===== src/rtl/axi_lite_slave_if.sv =====
// AXI4-Lite slave front-end: turns AW/W/AR bursts into level-held we/re requests and
// returns B/R responses on decoder done strobes, converting stalls into SLVERR after TIMEOUT.
module axi_lite_slave_if #(
  parameter int ADDR_W  = 32,
  parameter int DATA_W  = 32,
  parameter int TIMEOUT = 255
) (
  input  logic              clk,
  input  logic              rst,
  input  logic [ADDR_W-1:0] s_axi_awaddr,
  input  logic              s_axi_awvalid,
  output logic              s_axi_awready,
  input  logic [DATA_W-1:0] s_axi_wdata,
  input  logic [3:0]        s_axi_wstrb,
  input  logic              s_axi_wvalid,
  output logic              s_axi_wready,
  output logic [1:0]        s_axi_bresp,
  output logic              s_axi_bvalid,
  input  logic              s_axi_bready,
  input  logic [ADDR_W-1:0] s_axi_araddr,
  input  logic              s_axi_arvalid,
  output logic              s_axi_arready,
  output logic [DATA_W-1:0] s_axi_rdata,
  output logic [1:0]        s_axi_rresp,
  output logic              s_axi_rvalid,
  input  logic              s_axi_rready,
  output logic              we,
  output logic [ADDR_W-1:0] waddr,
  output logic [DATA_W-1:0] wdata,
  input  logic              wdone,
  output logic              re,
  output logic [ADDR_W-1:0] raddr,
  input  logic [DATA_W-1:0] rdata,
  input  logic              rdone
);
  typedef enum logic [1:0] {W_IDLE, W_EXEC, W_RESP} wr_state_e;
  typedef enum logic [1:0] {R_IDLE, R_EXEC, R_RESP} rd_state_e;

  // Last EXEC cycle count; a 1-cycle TIMEOUT gives up on the first EXEC cycle.
  localparam logic [7:0] CNT_LAST = 8'(TIMEOUT - 1);

  logic              en_q;
  wr_state_e         wst_q, wst_d;
  logic              aw_got_q, aw_got_d, w_got_q, w_got_d;
  logic [ADDR_W-1:0] waddr_q, waddr_d;
  logic [DATA_W-1:0] wdata_q, wdata_d;
  logic [3:0]        wstrb_q, wstrb_d;
  logic [7:0]        wcnt_q, wcnt_d;
  logic [1:0]        bresp_q, bresp_d;

  rd_state_e         rst_q, rst_d;
  logic [ADDR_W-1:0] raddr_q, raddr_d;
  logic [DATA_W-1:0] rdata_q, rdata_d;
  logic [7:0]        rcnt_q, rcnt_d;
  logic [1:0]        rresp_q, rresp_d;

  always_comb begin
    wst_d         = wst_q;
    aw_got_d      = aw_got_q;
    w_got_d       = w_got_q;
    waddr_d       = waddr_q;
    wdata_d       = wdata_q;
    wstrb_d       = wstrb_q;
    wcnt_d        = wcnt_q;
    bresp_d       = bresp_q;
    s_axi_awready = 1'b0;
    s_axi_wready  = 1'b0;
    unique case (wst_q)
      W_IDLE: begin
        s_axi_awready = en_q && !aw_got_q;
        s_axi_wready  = en_q && !w_got_q;
        if (s_axi_awvalid && s_axi_awready) begin
          aw_got_d = 1'b1;
          waddr_d  = s_axi_awaddr;
        end
        if (s_axi_wvalid && s_axi_wready) begin
          w_got_d = 1'b1;
          wdata_d = s_axi_wdata;
          wstrb_d = s_axi_wstrb;
        end
        if (aw_got_d && w_got_d) begin
          wcnt_d = 8'd0;
          if (wstrb_d == 4'hF) begin
            wst_d = W_EXEC;
          end else begin
            wst_d   = W_RESP;
            bresp_d = 2'b10;
          end
        end
      end
      W_EXEC: begin
        wcnt_d = wcnt_q + 8'd1;
        if (wdone) begin
          wst_d   = W_RESP;
          bresp_d = 2'b00;
        end else if (wcnt_q == CNT_LAST) begin
          wst_d   = W_RESP;
          bresp_d = 2'b10;
        end
      end
      W_RESP: begin
        if (s_axi_bready) begin
          wst_d    = W_IDLE;
          aw_got_d = 1'b0;
          w_got_d  = 1'b0;
          wcnt_d   = 8'd0;
        end
      end
      default: wst_d = W_IDLE;
    endcase
  end

  always_comb begin
    rst_d         = rst_q;
    raddr_d       = raddr_q;
    rdata_d       = rdata_q;
    rcnt_d        = rcnt_q;
    rresp_d       = rresp_q;
    s_axi_arready = 1'b0;
    unique case (rst_q)
      R_IDLE: begin
        s_axi_arready = en_q;
        if (s_axi_arvalid && s_axi_arready) begin
          raddr_d = s_axi_araddr;
          rcnt_d  = 8'd0;
          rst_d   = R_EXEC;
        end
      end
      R_EXEC: begin
        rcnt_d = rcnt_q + 8'd1;
        if (rdone) begin
          rdata_d = rdata;
          rresp_d = 2'b00;
          rst_d   = R_RESP;
        end else if (rcnt_q == CNT_LAST) begin
          rdata_d = '0;
          rresp_d = 2'b10;
          rst_d   = R_RESP;
        end
      end
      R_RESP: begin
        if (s_axi_rready) begin
          rst_d  = R_IDLE;
          rcnt_d = 8'd0;
        end
      end
      default: rst_d = R_IDLE;
    endcase
  end

  // en_q holds the ready outputs low until the first edge after reset release.
  always_ff @(posedge clk or posedge rst) begin
    if (rst) begin
      en_q     <= 1'b0;
      wst_q    <= W_IDLE;
      aw_got_q <= 1'b0;
      w_got_q  <= 1'b0;
      waddr_q  <= '0;
      wdata_q  <= '0;
      wstrb_q  <= 4'h0;
      wcnt_q   <= 8'd0;
      bresp_q  <= 2'b00;
      rst_q    <= R_IDLE;
      raddr_q  <= '0;
      rdata_q  <= '0;
      rcnt_q   <= 8'd0;
      rresp_q  <= 2'b00;
    end else begin
      en_q     <= 1'b1;
      wst_q    <= wst_d;
      aw_got_q <= aw_got_d;
      w_got_q  <= w_got_d;
      waddr_q  <= waddr_d;
      wdata_q  <= wdata_d;
      wstrb_q  <= wstrb_d;
      wcnt_q   <= wcnt_d;
      bresp_q  <= bresp_d;
      rst_q    <= rst_d;
      raddr_q  <= raddr_d;
      rdata_q  <= rdata_d;
      rcnt_q   <= rcnt_d;
      rresp_q  <= rresp_d;
    end
  end

  assign we           = (wst_q == W_EXEC);
  assign waddr        = waddr_q;
  assign wdata        = wdata_q;
  assign s_axi_bvalid = (wst_q == W_RESP);
  assign s_axi_bresp  = bresp_q;
  assign re           = (rst_q == R_EXEC);
  assign raddr        = raddr_q;
  assign s_axi_rvalid = (rst_q == R_RESP);
  assign s_axi_rdata  = rdata_q;
  assign s_axi_rresp  = rresp_q;
endmodule


===== config.mk =====
export PLATFORM = sky130hd
export DESIGN_NAME = axi_lite_slave_if
export DESIGN_NICKNAME = d
export VERILOG_FILES = /design/src/rtl/axi_lite_slave_if.sv
export SDC_FILE = /design/constraint.sdc
export NUM_CORES = 1
export LEC_CHECK = 0
export CAP_MARGIN = 10
export CORE_AREA = 2 2 121 123
export CTS_BUF_LIST = sky130_fd_sc_hd__clkbuf_16
export DETAILED_ROUTE_END_ITERATION = 7
export DIE_AREA = 0 0 123 125
export MAX_ROUTING_LAYER = met4
export PLACE_DENSITY = 0.85
export SYNTH_ARGS = -nofsm -noshare
export SYNTH_HDL_FRONTEND = slang
export SYNTH_SLANG_ARGS = --single-unit
export TNS_END_PERCENT = 30

===== constraint.sdc =====
create_clock -name clk -period 14.6 [get_ports clk]
set_clock_uncertainty 0.05 [all_clocks]
set_input_delay 2.92 -clock clk [delete_from_list [all_inputs] [get_ports clk]]
set_output_delay 2.92 -clock clk [all_outputs]
set_load 0.02 [all_outputs]

==> results.md <==
- Die X: approximately 120 um
- Tcrit/Tclk final: a little over a third
- Max_slew headroom: 21.4%
- CP Launch Type: flop
- Synth-to-layout area growth: 55.7%
- Crit path capture type: primary output
- Leakage power total: 0.00409 uW
- CTS Sinks: 157
- Yosys reg bits: roughly 160
- Routed length on met3: ~1500 um
- Root Driver: clkbuf_16
- DRT met1 WL: roughly 6700 um
- Max Cap Viol: 0
- CP Max Fanout: 9
- Die Footprint: between 15000 and 20000 um2
- Hold Path Class: flop to flop
- Vias in the first global route: 5008
- Largest stage delay, worst path: 0.64 ns
- IO Port Bufs: 277
- Final nets: 870
- Post-synth top cells: dfrtp_1, mux2_2, a22o_1
- Post-Route Setup TNS: 0 ns
- Setup Buffers After CTS: 0
- Cell Area, Synth: 6260 um2
- Hpwl dp: roughly 12000 um
- Syn Inst Count: about 440
- Via Count: between 4000 and 5000
- I/O Pins: 280
- Detailed-route wire length per cell: between 15 and 20 um
- Util after Layout: between 60% and 70%
- Rows: 44
- Multi-input logic area: 2180 um2
- RSZ-0062 raised after global routing: false
- Max-slew violations: 0
- DR iter-0 viols: 292
- Peak supply drop: around 0.13 mV
- Final ANT Viol Nets: 0
- Arrival time worst endpoint: 2.19 ns
- EDFF count, synth: 0
- Synth area leader: dfrtp_1
- Design Power: between 2000 and 2500 uW
- Pre-Repair DR Iteration Count: 4
- Storage cell area: a little under 4000 um2
- Share of cells above drive strength 1: roughly a fifth
- Critical path class: flop to primary output
- Syn avg cell area: ~14 um2
- Initial Util: 44.1%
- Synth warn: 0
- Largest net degree at the start of global routing: between 80 and 90
- Most used flip-flop cell after synthesis: dfrtp_1
- GP Congestion: 0.887
- Total GRT Usage: ~23%
- Overflow after GRT: 0
- Register area share after synthesis: between 60% and 70%
- Clk slew on worst S/H paths: roughly 0.070 ns
- F_max: approximately 190 MHz
- DR top layer: met4
- Count of cell types in the netlist: 38
- Required time worst endpoint: 11.63 ns
- Post-cts resize count: 0
- Top cell type's share of synthesized area: between 60 and 70%
- Total CTS buffers: 17
- Slew @ Worst Pin: 1.18 ns
- Core area: 14200 um2
- Critical Path Slowest Stage Cell: clkdlybuf4s50_1
- Placed cell areas: just over 9000 um2
- Most frequent cell after synthesis: dfrtp_1
- Crit-path cells: inv_1 -> ha_1 -> nand2_1 -> nor2_1 -> clkdlybuf4s50_1
- Synth area leaders: dfrtp_1, mux2_2, a22o_1, o21ai_0, ha_1
- Ys async rst share: 100%
- FILL cells: roughly 980
- Longest Clk Path Bufs: 2
- Initial antenna violation count: 3
- # DRC: 0
- Die height: 125 um
- Pwr Density: ~210 nW/um2
- Wirelength, routed: 17000 um
- Status: finished clean
- Final hold violations: 0
- First-pass GRT wire length: 26200 um
- Clk_lat worst skew: roughly 0.42 ns
- CTS tree: built
- Final instance area: between 9000 and 10000 um2
- WL met2: approximately 8400 um
- Hold_buf cts: 0
- Vias/cell: a little over 5
- # H-tree levels: 4
- Final setup violation count: 0
- Fin crit period: roughly 5.2 ns
placed cells by master (no fill, tap or decap), types with 3 or more instances in the layout:
cell and n:
clkdlybuf4s50_1 277, dfrtp_1 157, mux2_2 101, a22o_1 34, o21ai_0 18, clkbuf_16 17
nand2_1 16, nor2_1 11, nand3_1 11, inv_1 7, ha_1 7, o31ai_1 6
a21oi_1 6, clkinvlp_4 6, nand4_1 5, inv_6 5, o211ai_1 5, nand2b_1 4
or4_1 4, mux2i_1 4, buf_4 4, diode_2 3, conb_1 3
kinds of logic after synthesis:
logic type / after synthesis / synth area share, %
AO/OA/AOI/OAI: 80 / 9.31
XOR/XNOR: 2 / 0.280
adder cells (fa/ha/maj): 7 / 1.40
buffers and inverters: 30 / 2.48
flip-flops: 157 / 62.8
multiplexers: 105 / 18.8
other: 2 / 0.120
AND/OR/NAND/NOR: 60 / 4.84
through the flow:
step / hold WS, ns / worst slack [ns] / std cells
after detailed placement: 0.437 / 9.52 / 887
after CTS: 0.450 / 9.42 / 919
after global routing: 0.470 / 9.28 / 922
after floorplan: 0.402 / 7.40 / 444
final: 0.448 / 9.44 / 922
after global placement: 0.426 / 9.60 / 887
per-layer routing:
layer	up-vias	GRT usage, %
li1	2173	-
met1	2347	26.4
met2	234	37.6
met3	32	7.48
met4	0	8.82
met5	-	-
registers in the layout, summed over array words and instances, names as in the netlist, 2 cells and up:
signal       count
rcnt_q           8
wst_q            2
wcnt_q           8
raddr           32
wstrb_q          4
wdata           32
rst_q            2
s_axi_rdata     32
waddr           32
worst paths after layout:
| check | start | end | slack, ns | depth (start not counted) |
|---|---|---|---|---|
| max | wst_q[0]$_DFFE_PP0P_ | s_axi_wready | 9.44 | 5 |
| min | wcnt_q[6]$_DFFE_PP0P_ | wcnt_q[6]$_DFFE_PP0P_ | 0.45 | 1 |
| max reg2reg | rcnt_q[0]$_DFFE_PP0P_ | s_axi_rdata[22]$_DFFE_PP0P_ | 12.26 | 6 |
| min reg2reg | wcnt_q[6]$_DFFE_PP0P_ | wcnt_q[6]$_DFFE_PP0P_ | 0.45 | 1 |
| max in group asynchronous | rst | wdata[24]$_DFFE_PP0P_ | 10.04 | 3 |
| min in group asynchronous | rst | wdata[13]$_DFFE_PP0P_ | 2.93 | 2 |
power breakdown:
part / switching, uW / leakage [uW] / internal [uW]
clock network: 186 / 0.000258 / 237
logic: 442 / 0.00192 / 487
registers: 105 / 0.00191 / 618
worst max-delay path: cells and delay by family (launching register included):
family | cells | cell delay [ns]
and+or+nand+nor | 2 | 0.31
DFF | 1 | 0.38
adders and majority gates | 1 | 0.33
buffers and inverters | 2 | 0.74
final cells by class:
type | instances | share of cell area (%)
antenna | 3 | 0.0770
multi-input combinational | 257 | 22.4
timing repair buffer | 281 | 28.8
inverter | 8 | 0.359
tap | 184 | 2.36
clock inverter | 15 | 1.42
sequential | 157 | 40.3
clock buffer | 17 | 4.36
Note: power is estimated with default switching activity, not from simulation.
